===== src/rtl/rv_trace_pkg.sv =====
// Shared types for the retire-trace buffer.
//  - state_t      : capture FSM encoding, visible on o_state
//  - trace_body_t : per-retire record minus the timestamp; the stored record
//                   is {ts, trace_body_t}, so the timestamp width can stay a
//                   module parameter of rv_trace_buf
//  - *_LSB        : bit offsets of each field inside trace_body_t
// Build option: RV_TRACE_MEM_EN appends the load/store fields
// {mem_we, mem_re, mem_sel, mem_addr, mem_data} below rd_data.
package rv_trace_pkg;

    typedef enum logic [2:0] {
        ST_IDLE  = 3'd0,
        ST_ARMED = 3'd1,
        ST_POST  = 3'd2,
        ST_DONE  = 3'd3,
        ST_DUMP  = 3'd4
    } state_t;

    typedef struct packed {
        logic [29:0] pc;
        logic [31:0] instr;
        logic        rd_we;
        logic [4:0]  rd;
        logic [31:0] rd_data;
`ifdef RV_TRACE_MEM_EN
        logic        mem_we;
        logic        mem_re;
        logic [3:0]  mem_sel;
        logic [31:0] mem_addr;
        logic [31:0] mem_data;
`endif
    } trace_body_t;

    localparam int BODY_W = $bits(trace_body_t);

`ifdef RV_TRACE_MEM_EN
    localparam int MEM_W = 70;
`else
    localparam int MEM_W = 0;
`endif

    localparam int RD_DATA_LSB = MEM_W;
    localparam int RD_LSB      = MEM_W + 32;
    localparam int RD_WE_BIT   = MEM_W + 37;
    localparam int INSTR_LSB   = MEM_W + 38;
    localparam int PC_LSB      = MEM_W + 70;
    localparam int TS_LSB      = BODY_W;

endpackage


===== src/rtl/rv_trace_ram.sv =====
// Trace record storage: simple dual-port RAM, DEPTH x WIDTH.
//  i_we/i_waddr/i_wdata : write port
//  i_re/i_raddr         : read port; o_rdata updates one cycle after i_re
//                         and holds its value while i_re is low
//  i_rd_clr             : synchronous clear of the read register only
module rv_trace_ram #(
    parameter int  DEPTH = 16,
    parameter int  WIDTH = 116,
    localparam int AW    = $clog2(DEPTH)
) (
    input  logic             i_clk,
    input  logic             i_we,
    input  logic [AW-1:0]    i_waddr,
    input  logic [WIDTH-1:0] i_wdata,
    input  logic             i_re,
    input  logic [AW-1:0]    i_raddr,
    input  logic             i_rd_clr,
    output logic [WIDTH-1:0] o_rdata
);

    logic [WIDTH-1:0] mem_q [DEPTH];
    logic [WIDTH-1:0] rdata_q;

    always_ff @(posedge i_clk) begin
        if (i_we) begin
            mem_q[i_waddr] <= i_wdata;
        end
    end

    // The read register doubles as the stream's holding register.
    always_ff @(posedge i_clk) begin
        if (i_rd_clr) begin
            rdata_q <= '0;
        end else if (i_re) begin
            rdata_q <= mem_q[i_raddr];
        end
    end

    assign o_rdata = rdata_q;

endmodule


===== src/rtl/rv_trace_buf.sv =====
// Retire-trace capture buffer. Records {ts, pc, instr, rd_we, rd, rd_data}
// per retired instruction into a circular RAM, stops a programmable number
// of records after a trigger, then streams the frozen records oldest-first.
//  i_clk/i_reset        : clock, synchronous active-high reset
//  i_ret_*              : retire interface (mem fields with RV_TRACE_MEM_EN)
//  i_arm                : clear buffer, start capture
//  i_trig/i_trig_pc_en/i_trig_pc : external trigger and PC-match trigger
//  i_post_cnt           : records kept after the trigger record
//  o_rd_data/o_rd_valid/i_rd_ready : dump stream
//  o_state/o_count/o_wrapped       : status
// Build option: RV_TRACE_MEM_EN adds the i_ret_mem_* ports and fields.
//
// state | meaning
// IDLE  | no capture
// ARMED | recording, waiting for a trigger
// POST  | recording the post-trigger records
// DONE  | frozen, locate oldest record
// DUMP  | streaming records out
module rv_trace_buf
    import rv_trace_pkg::*;
#(
    parameter int  DEPTH = 16,
    parameter int  TS_W  = 16,
    localparam int AW    = $clog2(DEPTH),
    localparam int REC_W = TS_W + BODY_W
) (
    input  logic             i_clk,
    input  logic             i_reset,
    input  logic             i_ret_valid,
    input  logic [29:0]      i_ret_pc,
    input  logic [31:0]      i_ret_instr,
    input  logic             i_ret_rd_we,
    input  logic [4:0]       i_ret_rd,
    input  logic [31:0]      i_ret_rd_data,
`ifdef RV_TRACE_MEM_EN
    input  logic             i_ret_mem_we,
    input  logic             i_ret_mem_re,
    input  logic [31:0]      i_ret_mem_addr,
    input  logic [3:0]       i_ret_mem_sel,
    input  logic [31:0]      i_ret_mem_data,
`endif
    input  logic             i_arm,
    input  logic             i_trig,
    input  logic             i_trig_pc_en,
    input  logic [29:0]      i_trig_pc,
    input  logic [AW-1:0]    i_post_cnt,
    output logic [REC_W-1:0] o_rd_data,
    output logic             o_rd_valid,
    input  logic             i_rd_ready,
    output logic [2:0]       o_state,
    output logic [AW:0]      o_count,
    output logic             o_wrapped
);

    localparam logic [AW:0]   CNT_FULL = (AW+1)'(DEPTH);
    localparam logic [AW:0]   CNT_ONE  = (AW+1)'(1);
    localparam logic [AW-1:0] PL_ONE   = AW'(1);

    state_t          state_q, state_d;
    logic [AW-1:0]   wr_ptr_q, wr_ptr_d;
    logic [AW-1:0]   rd_ptr_q, rd_ptr_d;
    logic [AW:0]     count_q, count_d;
    logic [AW-1:0]   post_left_q, post_left_d;
    logic            wrapped_q, wrapped_d;
    logic            rd_valid_q, rd_valid_d;
    logic [TS_W-1:0] ts_q;

    logic            trig_hit;
    logic            handshake;
    logic            wr_en;
    logic            rd_en;
    logic [AW-1:0]   rd_addr;
    trace_body_t     body;

    always_comb begin
        body         = '0;
        body.pc      = i_ret_pc;
        body.instr   = i_ret_instr;
        body.rd_we   = i_ret_rd_we;
        body.rd      = i_ret_rd;
        body.rd_data = i_ret_rd_data;
`ifdef RV_TRACE_MEM_EN
        body.mem_we   = i_ret_mem_we;
        body.mem_re   = i_ret_mem_re;
        body.mem_sel  = i_ret_mem_sel;
        body.mem_addr = i_ret_mem_addr;
        body.mem_data = i_ret_mem_data;
`endif
    end

    always_comb begin
        state_d     = state_q;
        wr_ptr_d    = wr_ptr_q;
        rd_ptr_d    = rd_ptr_q;
        count_d     = count_q;
        post_left_d = post_left_q;
        wrapped_d   = wrapped_q;
        rd_valid_d  = rd_valid_q;
        wr_en       = 1'b0;
        rd_en       = 1'b0;
        rd_addr     = rd_ptr_q;
        trig_hit    = i_trig | (i_trig_pc_en & i_ret_valid & (i_ret_pc == i_trig_pc));
        handshake   = rd_valid_q & i_rd_ready;

        if (i_arm) begin
            state_d    = ST_ARMED;
            wr_ptr_d   = '0;
            count_d    = '0;
            wrapped_d  = 1'b0;
            rd_valid_d = 1'b0;
        end else begin
            case (state_q)
                ST_ARMED, ST_POST: begin
                    if (i_ret_valid) begin
                        wr_en    = 1'b1;
                        wr_ptr_d = wr_ptr_q + 1'b1;
                        if (count_q == CNT_FULL) begin
                            wrapped_d = 1'b1;
                        end else begin
                            count_d = count_q + 1'b1;
                        end
                    end
                    if (state_q == ST_ARMED) begin
                        if (trig_hit) begin
                            post_left_d = i_post_cnt;
                            state_d     = (i_ret_valid && (i_post_cnt == '0)) ? ST_DONE : ST_POST;
                        end
                    end else if (i_ret_valid) begin
                        // post_left can be 0 here only if the trigger cycle had no
                        // retire; the next record then closes the capture.
                        if (post_left_q <= PL_ONE) begin
                            state_d = ST_DONE;
                        end else begin
                            post_left_d = post_left_q - 1'b1;
                        end
                    end
                end
                ST_DONE: begin
                    // When full, count's low bits are zero and this lands on wr_ptr.
                    rd_ptr_d = wr_ptr_q - count_q[AW-1:0];
                    state_d  = (count_q == '0) ? ST_IDLE : ST_DUMP;
                end
                ST_DUMP: begin
                    if (handshake) begin
                        count_d  = count_q - 1'b1;
                        rd_ptr_d = rd_ptr_q + 1'b1;
                        rd_addr  = rd_ptr_q + 1'b1;
                        if (count_q == CNT_ONE) begin
                            state_d    = ST_IDLE;
                            rd_valid_d = 1'b0;
                        end else begin
                            rd_en = 1'b1;
                        end
                    end else if (!rd_valid_q) begin
                        rd_en      = 1'b1;
                        rd_valid_d = 1'b1;
                    end
                end
                default: begin
                end
            endcase
        end
    end

    always_ff @(posedge i_clk) begin
        if (i_reset) begin
            state_q     <= ST_IDLE;
            wr_ptr_q    <= '0;
            rd_ptr_q    <= '0;
            count_q     <= '0;
            post_left_q <= '0;
            wrapped_q   <= 1'b0;
            rd_valid_q  <= 1'b0;
            ts_q        <= '0;
        end else begin
            state_q     <= state_d;
            wr_ptr_q    <= wr_ptr_d;
            rd_ptr_q    <= rd_ptr_d;
            count_q     <= count_d;
            post_left_q <= post_left_d;
            wrapped_q   <= wrapped_d;
            rd_valid_q  <= rd_valid_d;
            ts_q        <= ts_q + 1'b1;
        end
    end

    rv_trace_ram #(
        .DEPTH (DEPTH),
        .WIDTH (REC_W)
    ) u_ram (
        .i_clk    (i_clk),
        .i_we     (wr_en),
        .i_waddr  (wr_ptr_q),
        .i_wdata  ({ts_q, body}),
        .i_re     (rd_en),
        .i_raddr  (rd_addr),
        .i_rd_clr (i_reset),
        .o_rdata  (o_rd_data)
    );

    assign o_rd_valid = rd_valid_q;
    assign o_state    = state_q;
    assign o_count    = count_q;
    assign o_wrapped  = wrapped_q;

endmodule


===== config.mk =====
export PLATFORM = sky130hd
export DESIGN_NAME = rv_trace_buf
export DESIGN_NICKNAME = d
export VERILOG_FILES = /design/src/rtl/rv_trace_pkg.sv /design/src/rtl/rv_trace_ram.sv /design/src/rtl/rv_trace_buf.sv
export SDC_FILE = /design/constraint.sdc
export NUM_CORES = 2
export LEC_CHECK = 0
export BUFFER_PORTS_ARGS = -buffer_cell sky130_fd_sc_hd__buf_2
export CORE_MARGIN = 4
export CORE_UTILIZATION = 36
export CTS_BUF_LIST = sky130_fd_sc_hd__clkbuf_4 sky130_fd_sc_hd__clkbuf_8
export CTS_CLUSTER_DIAMETER = 40
export CTS_CLUSTER_SIZE = 10
export DETAILED_ROUTE_END_ITERATION = 7
export PLACE_DENSITY = 0.61
export SYNTH_ARGS = -nofsm -noshare
export SYNTH_HDL_FRONTEND = slang
export SYNTH_HIERARCHICAL = 1
export SYNTH_SLANG_ARGS = --single-unit

===== constraint.sdc =====
create_clock -name i_clk -period 15.54 [get_ports i_clk]
set_input_delay 0.777 -clock i_clk [delete_from_list [all_inputs] [get_ports i_clk]]
set_output_delay 0.777 -clock i_clk [all_outputs]
set_load 0.1 [all_outputs]

==> results.txt <==
----------------------------------------------------
[Power]
  Reg power frac ... 54.4%
  Combinational cell fraction of total power ... 2.4%
  PD cells ... 123 mW/mm2
  Max VDD drop ... 0.0869 mV
  Fraction of power consumed by the clock network ... 43.2%
  Reported net switching power ... 2.27 mW
  Internal power contribution ... 8.62 mW
  Leak Pwr ... 27.9 nW
  Net switching fraction of the power ... 20.8%

[Drt]
  Total via count after detailed routing ... 42300
  Remaining antenna violation count after routing ... 0
  Via count normalized by instance count ... 5.21
  Average routed wire per standard cell ... 24.5 um
  First-pass iteration count of the detailed router ... 5
  Aggregate routed wire length ... 199000 um
  DRC marker count from the first detailed-route iteration ... 3874
  Count of unresolved DRC violations after routing ... 0

[STA]
  Final-report hold violation count ... 0
  Crit path time final ... 5.69 ns
  Timing-limited maximum frequency ... 0.176 GHz
  Setup WS post-layout ... 9.85 ns
  Total count of max-transition violations in the final report ... 0
  RSZ-0062 raised after global routing ... false
  Slew of the pin with the lowest slew margin ... 1.20 ns
  Part of the cycle the worst path needs ... 36.6%
  Setup Viol. Count Final ... 0
  Worst slew margin ... 20.1%
  Layout Skew ... 0.0851 ns
  Setup Total Neg Slack ... 0 ns

[CTS]
  Clock tree from TritonCTS ... built
  Clk sink count ... 2010
  Buffer depth of the longest clock path ... 4
  Total clock buffers created by CTS ... 306
  Number of buffers inserted to repair setup after CTS ... 0
  Count of H-tree levels built during CTS ... 5
  Root cell of the clock tree ... sky130_fd_sc_hd__clkbuf_8
  Clock latency at the later pin of the worst-skew pair ... 1.01 ns
  Clock-pin slew reported for the worst setup and hold paths after clock tree synthesis ... 0.08 ns

[Floorplanning]
  Core footprint ... 0.214 mm2
  Effective utilization at floorplan ... 36.1%
  Total die area ... 0.223 mm2
  Row Count ... 170
  Horiz. Die Dim ... 472 um
  I/O pins ... 267
  Die height ... 472 um

[Critical path]
  Sequence of cells on the critical path ... nand2b_1 -> or2_4 -> nor2_4 -> nand3_1 -> xnor2_2 -> buf_4 -> buf_12 -> buf_4 -> buf_12 -> mux2i_1 -> a22oi_1 -> nand3_1 -> nand3_1
  Number of buffer and inverter stages on the critical path ... 4
  Top fanout value on the critical path ... 135
  Setup crit end kind ... register
  Crit start category ... register
  Most frequent cell on the critical path ... sky130_fd_sc_hd__nand3_1
  Top Family by Delay on Critical Path ... buffers and inverters
  Delay of the slowest cell on the worst path ... 0.85 ns
  WP data required ... 16.39 ns
  Crit Path Category ... register to register
  CP max stage cell ... sky130_fd_sc_hd__buf_4
  Arrival time reported for the critical path endpoint ... 6.54 ns

[Outcome]
  Result of the run ... complete, no violations

[Synthesis]
  Most numerous cell in the Yosys netlist ... sky130_fd_sc_hd__edfxtp_1
  Mean instance size in the synthesized netlist ... 16.7 um2
  Count of yosys warnings during synthesis ... 6
  Synthesized Nets ... 4792
  Cell accounting for the most synthesized area ... sky130_fd_sc_hd__edfxtp_1
  Async set-reset flop share out of synthesis ... 0%
  Register area share after synthesis ... 75.9%
  Count of flip-flops with a built-in enable after synthesis ... 1856
  Predominant post-synthesis flop cell ... sky130_fd_sc_hd__edfxtp_1
  Number of flip-flops and latches in the synthesized netlist ... 2010
  Area share of the largest cell type after synthesis ... 71.9%
  Most frequent cells after synthesis ... 1856 x sky130_fd_sc_hd__edfxtp_1, 929 x sky130_fd_sc_hd__mux2i_1, 371 x sky130_fd_sc_hd__nand2_1
  Cells after synthesis ... 4638
  Synthesized area ... 0.0775 mm2
  Yosys cell types ... 60
  Synth area leaders ... sky130_fd_sc_hd__edfxtp_1 72%, sky130_fd_sc_hd__mux2i_1 12%, sky130_fd_sc_hd__dfxtp_1 4.0%, sky130_fd_sc_hd__nand3_1 2.3%, sky130_fd_sc_hd__a22oi_1 2.3%

[Global routing]
  Remaining global-route overflow ... 0
  Vias in the first global route ... 42200
  Maximum number of pins on one net before global-route repair ... 139
  Number of antenna violations at the first check in global routing ... 31
  Global-route total usage across every layer ... 17.4%
  Wire length of the first global-routing pass ... 287000 um

[Placed design]
  Half-perimeter wire length after placement ... 96200 um
  Placement-stage cell area ... 0.0819 mm2
  Buffers on Ports ... 266
  Worst setup timing slack at the placement stage ... 9.97 ns
  Final weighted congestion in routability-driven placement ... 0.746

[Flow run]
  Max-capacitance violation count ... 0

[Finish]
  Nets ... 5192
  Finished layout cell area ... 0.0885 mm2
  Synthesis-to-finish area growth ... 14.3%
  Ratio of cells with drive above 1 in the final layout ... 18.0%
  Filler instances ... 19300

[Worst hold path]
  Path type of the worst min-delay path ... input pin to register

----------------------------------------------------
[registers in the layout, indices dropped and copies added (netlist names)]
name,cells
rd_ptr_q,4
ts_q,16
u_ram/o_rdata,116
u_ram/mem_q,1856
post_left_q,4
o_rd_valid,1
o_count,5
wr_ptr_q,4
o_state,3
o_wrapped,1
[worst register-to-register path, stage by stage (launching register included)]
cell and delay [ns]:
sky130_fd_sc_hd__dfxtp_1 0.43, sky130_fd_sc_hd__nand2b_1 0.23, sky130_fd_sc_hd__or2_4 0.33, sky130_fd_sc_hd__nor2_4 0.14, sky130_fd_sc_hd__nand3_1 0.15, sky130_fd_sc_hd__xnor2_2 0.14
sky130_fd_sc_hd__buf_4 0.59, sky130_fd_sc_hd__buf_12 0.78, sky130_fd_sc_hd__buf_4 1.06, sky130_fd_sc_hd__buf_12 0.65, sky130_fd_sc_hd__mux2i_1 0.67, sky130_fd_sc_hd__a22oi_1 0.13
sky130_fd_sc_hd__nand3_1 0.15, sky130_fd_sc_hd__nand3_1 0.08
[cell families (layout without fill, tap and decap cells)]
group / count (synthesis) / after routing / share of synthesized area (%)
buffers and inverters: 269 / 896 / 1.83
xor gates and xnor gates: 60 / 60 / 0.688
AOI/OAI and AO/OA: 509 / 509 / 4.37
DFF: 2010 / 2010 / 75.9
and+or+nand+nor: 847 / 847 / 4.96
other: 0 / 18 / 0
muxes: 930 / 930 / 12.0
adders and majority gates: 13 / 13 / 0.220
[power groups by stage]
stage	sequential [mW]	clock (mW)	combinational [mW]
2_1_floorplan	6.05	0	0.132
5_1_grt	5.92	5.07	0.281
3_5_place_dp	6.04	0	0.260
3_3_place_gp	6.04	0	0.253
6_report	5.92	4.71	0.259
4_1_cts	5.92	4.82	0.262
[metrics by stage]
stage | power, mW | hold slack, ns | utilization, % | cells
after floorplan | 6.18 | 0.468 | - | 4638
after global placement | 6.29 | 0.434 | 38.2 | 7566
after detailed placement | 6.30 | 0.436 | 38.2 | 7566
after CTS | 11.0 | 0.000917 | 41.3 | 8103
after global routing | 11.3 | 0.0579 | 41.3 | 8109
final | 10.9 | 0.130 | 41.3 | 8121
[layer usage]
layer	global-route usage [%]	part of all wire, %	vias up
met2	27.0	46	1431
met1	24.5	45	21700
met5	0	0.014	-
met4	4.79	2.2	6
li1	-	-	18800
met3	4.01	7.1	341
[worst paths after layout]
kind              cells after the start  slack, ns              start            endpoint
setup / recovery                     13       9.85         o_state[0]   u_ram/o_rdata[20]
hold / removal                        1       0.13    i_ret_instr[27]  u_ram/mem_q[7][65]
setup reg to reg                     13       9.85         o_state[0]   u_ram/o_rdata[20]
hold reg to reg                       2       0.45  u_ram/o_rdata[53]   u_ram/o_rdata[53]
[cells in the final DEF, fill, tap and decap left out, drive strengths merged, types with 5 or more instances in the layout]
master / count
a22oi: 233
dfxtp: 154
inv: 23
nor3: 10
clkinvlp: 30
ha: 12
nand3: 362
nand2b: 5
and3: 5
clkbuf: 404
mux2i: 929
nand3b: 5
nand2: 372
clkinv: 64
bufinv: 29
xor2: 42
nor4: 8
o21ai: 11
edfxtp: 1856
nor2: 52
buf: 344
diode: 18
xnor2: 18
nand4: 9
a21oi: 245
[cell type report]
type	count	area, um2	area share (%)
clock buffers	404	5050	5.71
flip-flops and latches	2010	58800	66.4
diodes	18	45.0	0.0509
inverters	15	56.3	0.0636
clock inverters	131	1520	1.71
well taps	2838	3550	4.01
multi-input cells	2359	17400	19.7
repair buffers	346	2090	2.36
[repair_timing]
item,4_1_cts,5_1_grt
gates resized for setup,0,0
endpoints found under the hold margin,6,0
hold buffers,2,0
(Power assumes the default switching activity.)
